==> src/rtl/pipeline_ctrl.sv <==
`default_nettype none
// ============================================================================
// Module   : pipeline_ctrl
// Function : Hazard and stall controller for the 5-stage pipeline
//            (IF/ID/EX/MEM/WB). Drives PC/stage-register advance enables and
//            bubble clears, resolving data-memory stalls, MEM-stage redirects,
//            load-use hazards and instruction-memory waits. Enters a sticky
//            halt when a data-memory access exceeds DMEM_TIMEOUT wait cycles.
//            Optional macro HAZ_PERF_EN builds the stall/flush counters;
//            without it both counter ports are tied to zero.
// Revision : 1.0 - initial release
// ============================================================================
module pipeline_ctrl #(
    parameter int DMEM_TIMEOUT = 255
) (
    input  logic        clk,
    input  logic        reset,
    input  logic        imem_ready,
    input  logic        dmem_req,
    input  logic        dmem_ack,
    input  logic        em_take_branch,
    input  logic        de_mem_read,
    input  logic [4:0]  de_dst_reg,
    input  logic [4:0]  fd_rs,
    input  logic [4:0]  fd_rt,
    input  logic        fd_uses_rt,
    output logic        pc_wren,
    output logic        fd_wren,
    output logic        de_wren,
    output logic        em_wren,
    output logic        mw_wren,
    output logic        fd_clr,
    output logic        de_clr,
    output logic        em_clr,
    output logic        mw_clr,
    output logic        pc_sel,
    output logic        halted,
    output logic [31:0] stall_cycles,
    output logic [31:0] flush_count
);

    localparam logic [1:0] c_ST_RUN   = 2'd0;
    localparam logic [1:0] c_ST_DWAIT = 2'd1;
    localparam logic [1:0] c_ST_ERR   = 2'd2;
    localparam logic [7:0] c_WCNT_MAX = 8'(DMEM_TIMEOUT);

    logic [1:0] r_state;
    logic [7:0] r_wcnt;
    logic       r_rst_q;

    logic w_blank;
    logic w_p1;
    logic w_p2;
    logic w_p3;
    logic w_p4;
    logic w_flush_evt;

    // Outputs stay in the reset pattern for reset and the cycle right after it
    assign w_blank = reset | r_rst_q;

    // Hazard conditions, listed highest priority first
    assign w_p1 = dmem_req & ~dmem_ack;
    assign w_p2 = em_take_branch;
    assign w_p3 = de_mem_read & (de_dst_reg != 5'd0) &
                  ((de_dst_reg == fd_rs) | (fd_uses_rt & (de_dst_reg == fd_rt)));
    assign w_p4 = ~imem_ready;

    // A redirect is actually applied only outside blanking/ERR and without a dmem stall
    assign w_flush_evt = ~w_blank & (r_state != c_ST_ERR) & ~w_p1 & w_p2;

    // Delayed copy of reset that extends the blanking window by one cycle
    always_ff @(posedge clk) begin
        r_rst_q <= reset;
    end

    // Controller state machine: RUN / DWAIT with wait counter / sticky ERR
    always_ff @(posedge clk) begin
        if (reset) begin
            r_state <= c_ST_RUN;
            r_wcnt  <= 8'd0;
        end else if (r_rst_q) begin
            r_state <= c_ST_RUN;
            r_wcnt  <= 8'd0;
        end else begin
            case (r_state)
                c_ST_RUN: begin
                    if (w_p1) begin
                        r_state <= c_ST_DWAIT;
                        r_wcnt  <= 8'd1;
                    end
                end
                c_ST_DWAIT: begin
                    if (w_p1) begin
                        if (r_wcnt == c_WCNT_MAX) begin
                            r_state <= c_ST_ERR;
                        end else begin
                            r_wcnt <= r_wcnt + 8'd1;
                        end
                    end else begin
                        // Ack cycle: back to RUN, this cycle already decoded as RUN
                        r_state <= c_ST_RUN;
                        r_wcnt  <= 8'd0;
                    end
                end
                c_ST_ERR: begin
                    r_state <= c_ST_ERR;
                end
                default: begin
                    r_state <= c_ST_RUN;
                    r_wcnt  <= 8'd0;
                end
            endcase
        end
    end

    // Enable/clear decode from state and current hazard inputs
    always_comb begin
        pc_wren = 1'b1;
        fd_wren = 1'b1;
        de_wren = 1'b1;
        em_wren = 1'b1;
        mw_wren = 1'b1;
        fd_clr  = 1'b0;
        de_clr  = 1'b0;
        em_clr  = 1'b0;
        mw_clr  = 1'b0;
        pc_sel  = 1'b0;
        halted  = 1'b0;
        if (w_blank) begin
            pc_wren = 1'b0;
            fd_wren = 1'b0;
            de_wren = 1'b0;
            em_wren = 1'b0;
            mw_wren = 1'b0;
            fd_clr  = 1'b1;
            de_clr  = 1'b1;
            em_clr  = 1'b1;
            mw_clr  = 1'b1;
        end else if (r_state == c_ST_ERR) begin
            pc_wren = 1'b0;
            fd_wren = 1'b0;
            de_wren = 1'b0;
            em_wren = 1'b0;
            mw_wren = 1'b0;
            halted  = 1'b1;
        end else if (w_p1) begin
            // Freeze everything upstream of MEM, push a bubble into WB
            pc_wren = 1'b0;
            fd_wren = 1'b0;
            de_wren = 1'b0;
            em_wren = 1'b0;
            mw_clr  = 1'b1;
        end else if (w_p2) begin
            // Redirect and squash the three younger instructions
            pc_sel = 1'b1;
            fd_clr = 1'b1;
            de_clr = 1'b1;
            em_clr = 1'b1;
        end else begin
            if (w_p3) begin
                pc_wren = 1'b0;
                fd_wren = 1'b0;
                de_clr  = 1'b1;
            end
            if (w_p4) begin
                pc_wren = 1'b0;
                // A held FD register must keep its instruction, so no clear then
                if (!w_p3) begin
                    fd_clr = 1'b1;
                end
            end
        end
    end

`ifdef HAZ_PERF_EN
    logic [31:0] r_stall_cycles;
    logic [31:0] r_flush_count;

    // Saturating performance counters for stalled cycles and branch flushes
    always_ff @(posedge clk) begin
        if (reset) begin
            r_stall_cycles <= 32'd0;
            r_flush_count  <= 32'd0;
        end else begin
            if (!r_rst_q && !pc_wren && (r_state != c_ST_ERR) &&
                (r_stall_cycles != 32'hFFFF_FFFF)) begin
                r_stall_cycles <= r_stall_cycles + 32'd1;
            end
            if (w_flush_evt && (r_flush_count != 32'hFFFF_FFFF)) begin
                r_flush_count <= r_flush_count + 32'd1;
            end
        end
    end

    assign stall_cycles = r_stall_cycles;
    assign flush_count  = r_flush_count;
`else
    logic w_unused_flush;
    assign w_unused_flush = w_flush_evt;
    assign stall_cycles   = 32'd0;
    assign flush_count    = 32'd0;
`endif

endmodule
`default_nettype wire

==> config.mk <==
export PLATFORM = sky130hd
export DESIGN_NAME = pipeline_ctrl
export DESIGN_NICKNAME = d
export VERILOG_FILES = /design/src/rtl/pipeline_ctrl.sv
export SDC_FILE = /design/constraint.sdc
export NUM_CORES = 1
export LEC_CHECK = 0
export CAP_MARGIN = 20
export CORE_ASPECT_RATIO = 1.4
export CORE_MARGIN = 4
export CORE_UTILIZATION = 37
export CTS_CLUSTER_SIZE = 12
export DETAILED_ROUTE_END_ITERATION = 6
export GPL_TIMING_DRIVEN = 0
export MAX_ROUTING_LAYER = met4
export PLACE_DENSITY = 0.86
export RECOVER_POWER = 50
export SLEW_MARGIN = 20
export SYNTH_ARGS = -nofsm -noshare
export SYNTH_HDL_FRONTEND = slang
export SYNTH_SLANG_ARGS = --single-unit
==> constraint.sdc <==
create_clock -name clk -period 4.07 [get_ports clk]
set_input_delay 0.6105 -clock clk [delete_from_list [all_inputs] [get_ports clk]]
set_output_delay 0.6105 -clock clk [all_outputs]
set_load 0.05 [all_outputs]
After elaboration in Yosys (flattened, before gate mapping)
Cells that the tools add are included.
{"block": "word_totals", "reg_bits": 11, "latchBits": 0, "mem_bits_rw": 0, "rom_bits": 0, "in_bits": 23, "output_inout_bits": 75, "word_cells": 68, "mem_count": 0}
{"block": "classes", "addsub": 1, "n_mul": 0, "div_mod_pow": 0, "magnitude_cmp": 0, "n_eq_ne": 8, "n_shift": 0, "mux": 43, "bitwise_logic": 8, "n_reduce_logical": 5}
{"op": "2-to-1 mux 1 bit", "count": 35}
{"op": "2-to-1 mux 8 bit", "count": 3}
{"op": "one-hot mux 8 bit (3 select lines)", "count": 1}
{"op": "equality test 5 bit", "count": 2}
{"op": "adder 8 x 1 -> 8 bit, second input constant", "count": 1}
{"op": "equality test 8 bit, second input constant", "count": 1}
{"op": "2-to-1 mux 2 bit", "count": 3}
{"op": "!= test 3 bit, second input constant", "count": 2}
{"op": "one-hot mux 2 bit (3 select lines)", "count": 1}
{"op": "nonzero test 5 bit", "count": 1}
{"op": "AND 1 bit", "count": 4}
{"op": "AND reduction 3 bit", "count": 1}
{"op": "equality test 2 x 1 -> 1 bit, second input constant", "count": 1}
{"op": "equality test 2 bit, second input constant", "count": 1}
{"op": "zero test 2 bit", "count": 1}
{"op": "!= test 2 bit, second input constant", "count": 1}
{"op": "NOT 1 bit", "count": 2}
{"op": "bitwise OR 1 bit", "count": 2}
{"op": "AND reduction 2 bit", "count": 1}
{"op": "OR reduction 2 bit", "count": 1}

Logic depth before layout (Yosys ltp)
{"block": "logic_depth", "ltp_word": 10, "depth_mapped": 6, "ltp_nobuf": 6}

Worst setup path before layout
Ideal clock, no wire load.
{"block": "synth_timing", "kind": "input-to-output", "startpoint": "in reset", "endpoint": "out pc_wren", "arrival_ns": 2.460, "required_time_ns": 3.459, "setup_slack_ns": 1.000, "stages": 5, "cell_sequence": "or2_1 -> clkbuf_1 -> nor2_1 -> o21ai_0 -> o21ba_1"}
{"block": "synth_between", "elab_chain_len": 2}
{"element": "from (decl)", "line_no": "17", "source": "input logic reset,"}
{"element": "bitwise OR 1 bit", "line_no": "59", "source": "assign w_blank = reset | r_rst_q;"}
{"element": "2-to-1 mux 1 bit", "line_no": "129", "source": "if (w_blank) begin"}
{"element": "to (decl)", "line_no": "27", "source": "output logic pc_wren,"}
No other way between the ends.

Worst setup path after layout
Ends and elaborated chain as after synthesis.

==> flow_summary.yaml <==
synthesis:
  yosysSeqAreaShare_pct: 16.6
  post_synth.cell_area_avg_um2: 7.99
  synth_top_area_share_pct: 37.4
  syn_area_mm2: 0.00133
  yosysWarnings: 0
  yosys-top-cells-area: "buf_4 37%, dfxtp_1 17%, xnor2_1 7.9%"
  yosys.area.top_type: "buf_4"
  ys_seq_elements: 11
  syn_inst: 166
  synth_cell_types: 41
timing:
  slew_headroom_pct: 60.7
  setup_viol: 0
  max_freq_mhz: 276
  hold_viol_final: 0
  fin_worst_skew_ns: 0.00337
  fin_setup_tns_ns: 0
  fin_crit_ns: 3.63
  maxSlewViolCount: 0
  worst_pin_slew_ns: 0.583
  min_period_over_period_pct: 89.2
  rsz0062_at_grt: "no"
finish:
  final_cell_mix: "66 x buf_4, 64 x conb_1, 31 x clkdlybuf4s50_1"
  final_layout_size_suffix_gt1_share_pct: 28.6
  n_antenna_cell: 0
  area_growth_pct: 49.1
  layout_commonest_cell: "buf_4"
  final_cell_area_mm2: 0.00198
  num-nets-final: 291
die:
  die_h_um: 78.8
  die-area_mm2: 0.00462
  placementRows: 25
  initial_utilization_pct: 38.9
  die_w_um: 58.6
  core_mm2: 0.00341
  io_pins: 98
setup_path:
  arrival_ns: 3.02
  required_ns: 3.46
  rrSetupSlack_ns: 2.23
  r2r_start: "r_wcnt[0]"
  reg2regPathDepth: 6
  cpMaxStageDelayCell: "clkdlybuf4s50_1"
  crit_family: "buffers and inverters"
  endpoint_kind: "output pin"
  criticalPathCategory: "input pin to output pin"
  cp-start-kind: "input pin"
  worst_r2r_endpoint: "r_wcnt[1]"
  slowest_delay_ns: 0.81
  critPathBufInv: 3
  worstPathMaxFanout: 8
  path_cells: "dlygate4sd3_1 -> or2_1 -> clkbuf_1 -> nor2_1 -> o21ai_0 -> o21ba_1 -> clkdlybuf4s50_1"
clock_tree:
  postCtsSetupBuffers: 0
  postCtsHoldBufs: 0
  ctsResizeCount: 0
  cts_tree: "done"
  clock_path_buffers: 2
  clk_pin_slew_worst_paths_ns: 0.05
  clock_latency_ns: 0.25
  numClockSinks: 11
  numCtsBuffers: 3
  clockRootBuffer: "clkbuf_8"
  cts_max_level: 1
detailed_routing:
  drt_iter0_drc: 22
  dr.pass1.iters: 4
  route.vias.total: 1236
  viasPerCell: 4.04
  routedWlPerCell_um: 9.50
  detail-route-antenna-nets: 0
  drc: 0
  totalWireLength_um: 2910
grt:
  grt_pass1_wl_um: 4680
  grt_overflow: 0
  grt_usage_pct: 13.1
  grt_pass1_vias: 1171
  grt_max_degree: 10
  antenna_found_initial: 0
placed_design:
  hpwlAfterDp_um: 2620
  gp_congestion: 0.833
  io_buffers: 33
  postPlaceCellArea_mm2: 0.00194
power_and_ir_drop:
  leakagePower_uw: 0.00100
  power_density_mw_per_mm2: 246
  ir_drop_v: 0.000186
job:
  cap_viol_max_count: 0
worst_hold_path:
  hold_end: "r_wcnt[5]"
  min_path_type: "flip-flop to flip-flop"
  min-delay-start: "r_wcnt[5]"
  whs_path_depth: 2
run_status:
  status: "complete, no violations"
worst min-delay path, stage by stage (launching register included):
cell,delay (ns)
dfxtp_1,0.34
xnor2_1,0.08
nor2_1,0.07
power by group:
group	switching [uW]	internal, uW
registers	1.47	109
logic	179	83.9
clock network	44.3	69.0
through the flow:
step | util (%) | hold WS [ns] | cells | worst slack, ns | power (uW)
2_1_floorplan | - | 0.474 | 229 | 1.00 | 334
3_3_place_gp | 57.0 | 0.495 | 302 | 0.586 | 373
3_5_place_dp | 57.0 | 0.509 | 302 | 0.552 | 374
4_1_cts | 58.3 | 0.532 | 306 | 0.552 | 489
5_1_grt | 58.0 | 0.565 | 306 | 0.291 | 507
6_report | 58.0 | 0.526 | 306 | 0.441 | 487
sequential cells by signal, summed over array words and instances (netlist names):
register / flops
r_rst_q: 1
r_state: 2
r_wcnt: 8
worst max path at each step:
stage / cells after the start / start / slack, ns / end
after floorplan: 5 / reset / 1.0 / pc_wren
after global placement: 6 / de_dst_reg[1] / 0.59 / pc_wren
after detailed placement: 6 / de_dst_reg[1] / 0.55 / pc_wren
after CTS: 6 / de_dst_reg[1] / 0.55 / pc_wren
after global routing: 7 / reset / 0.29 / pc_wren
final: 7 / reset / 0.44 / pc_wren
logic make-up (layout without fill, tap and decap cells):
group / count (synthesis) / after routing / synth area share (%)
DFF: 11 / 11 / 16.6
adders and majority gates: 1 / 1 / 0.943
AOI/OAI and AO/OA: 18 / 18 / 8.40
other: 1 / 64 / 0.283
xor gates and xnor gates: 15 / 15 / 9.91
and+or+nand+nor: 51 / 51 / 24.5
muxes: 2 / 2 / 1.70
buffers and inverters: 67 / 104 / 37.6
Yosys cell counts (all sizes together):
library cell	n
a21oi	6
a31oi	1
buf	66
nand2	7
and4bb	1
and2	2
and3	4
nor4	1
nor2b	1
dfxtp	11
and4	1
nand3	6
o21ai	4
nor2	12
o21bai	1
clkbuf	1
a211oi	1
conb	1
xor2	3
or2	2
nor3	2
xnor2	12
o22ai	1
mux2	2
nor3b	3
or2b	1
or4	1
nand2b	4
nand4	3
o21a	2
o21ba	1
ha	1
o32ai	1
final cells by class:
type,instances,area (um^2)
fillers,324,1430
multi-input cells,151,832
plain buffers,67,499
repair buffers,33,330
flip-flops and latches,11,220
well taps,40,50.0
clock buffers,4,45.0
per-layer routing:
layer / GRT usage [%] / part of all wire [%] / vias to the layer above
met3: 3.41 / 12 / 3
li1: - / - / 622
met4: 4.99 / 1.5 / 0
met2: 24.2 / 53 / 80
met1: 12.6 / 33 / 531
met5: - / 0 / -
No activity file was read; power rests on OpenSTA's default activity.
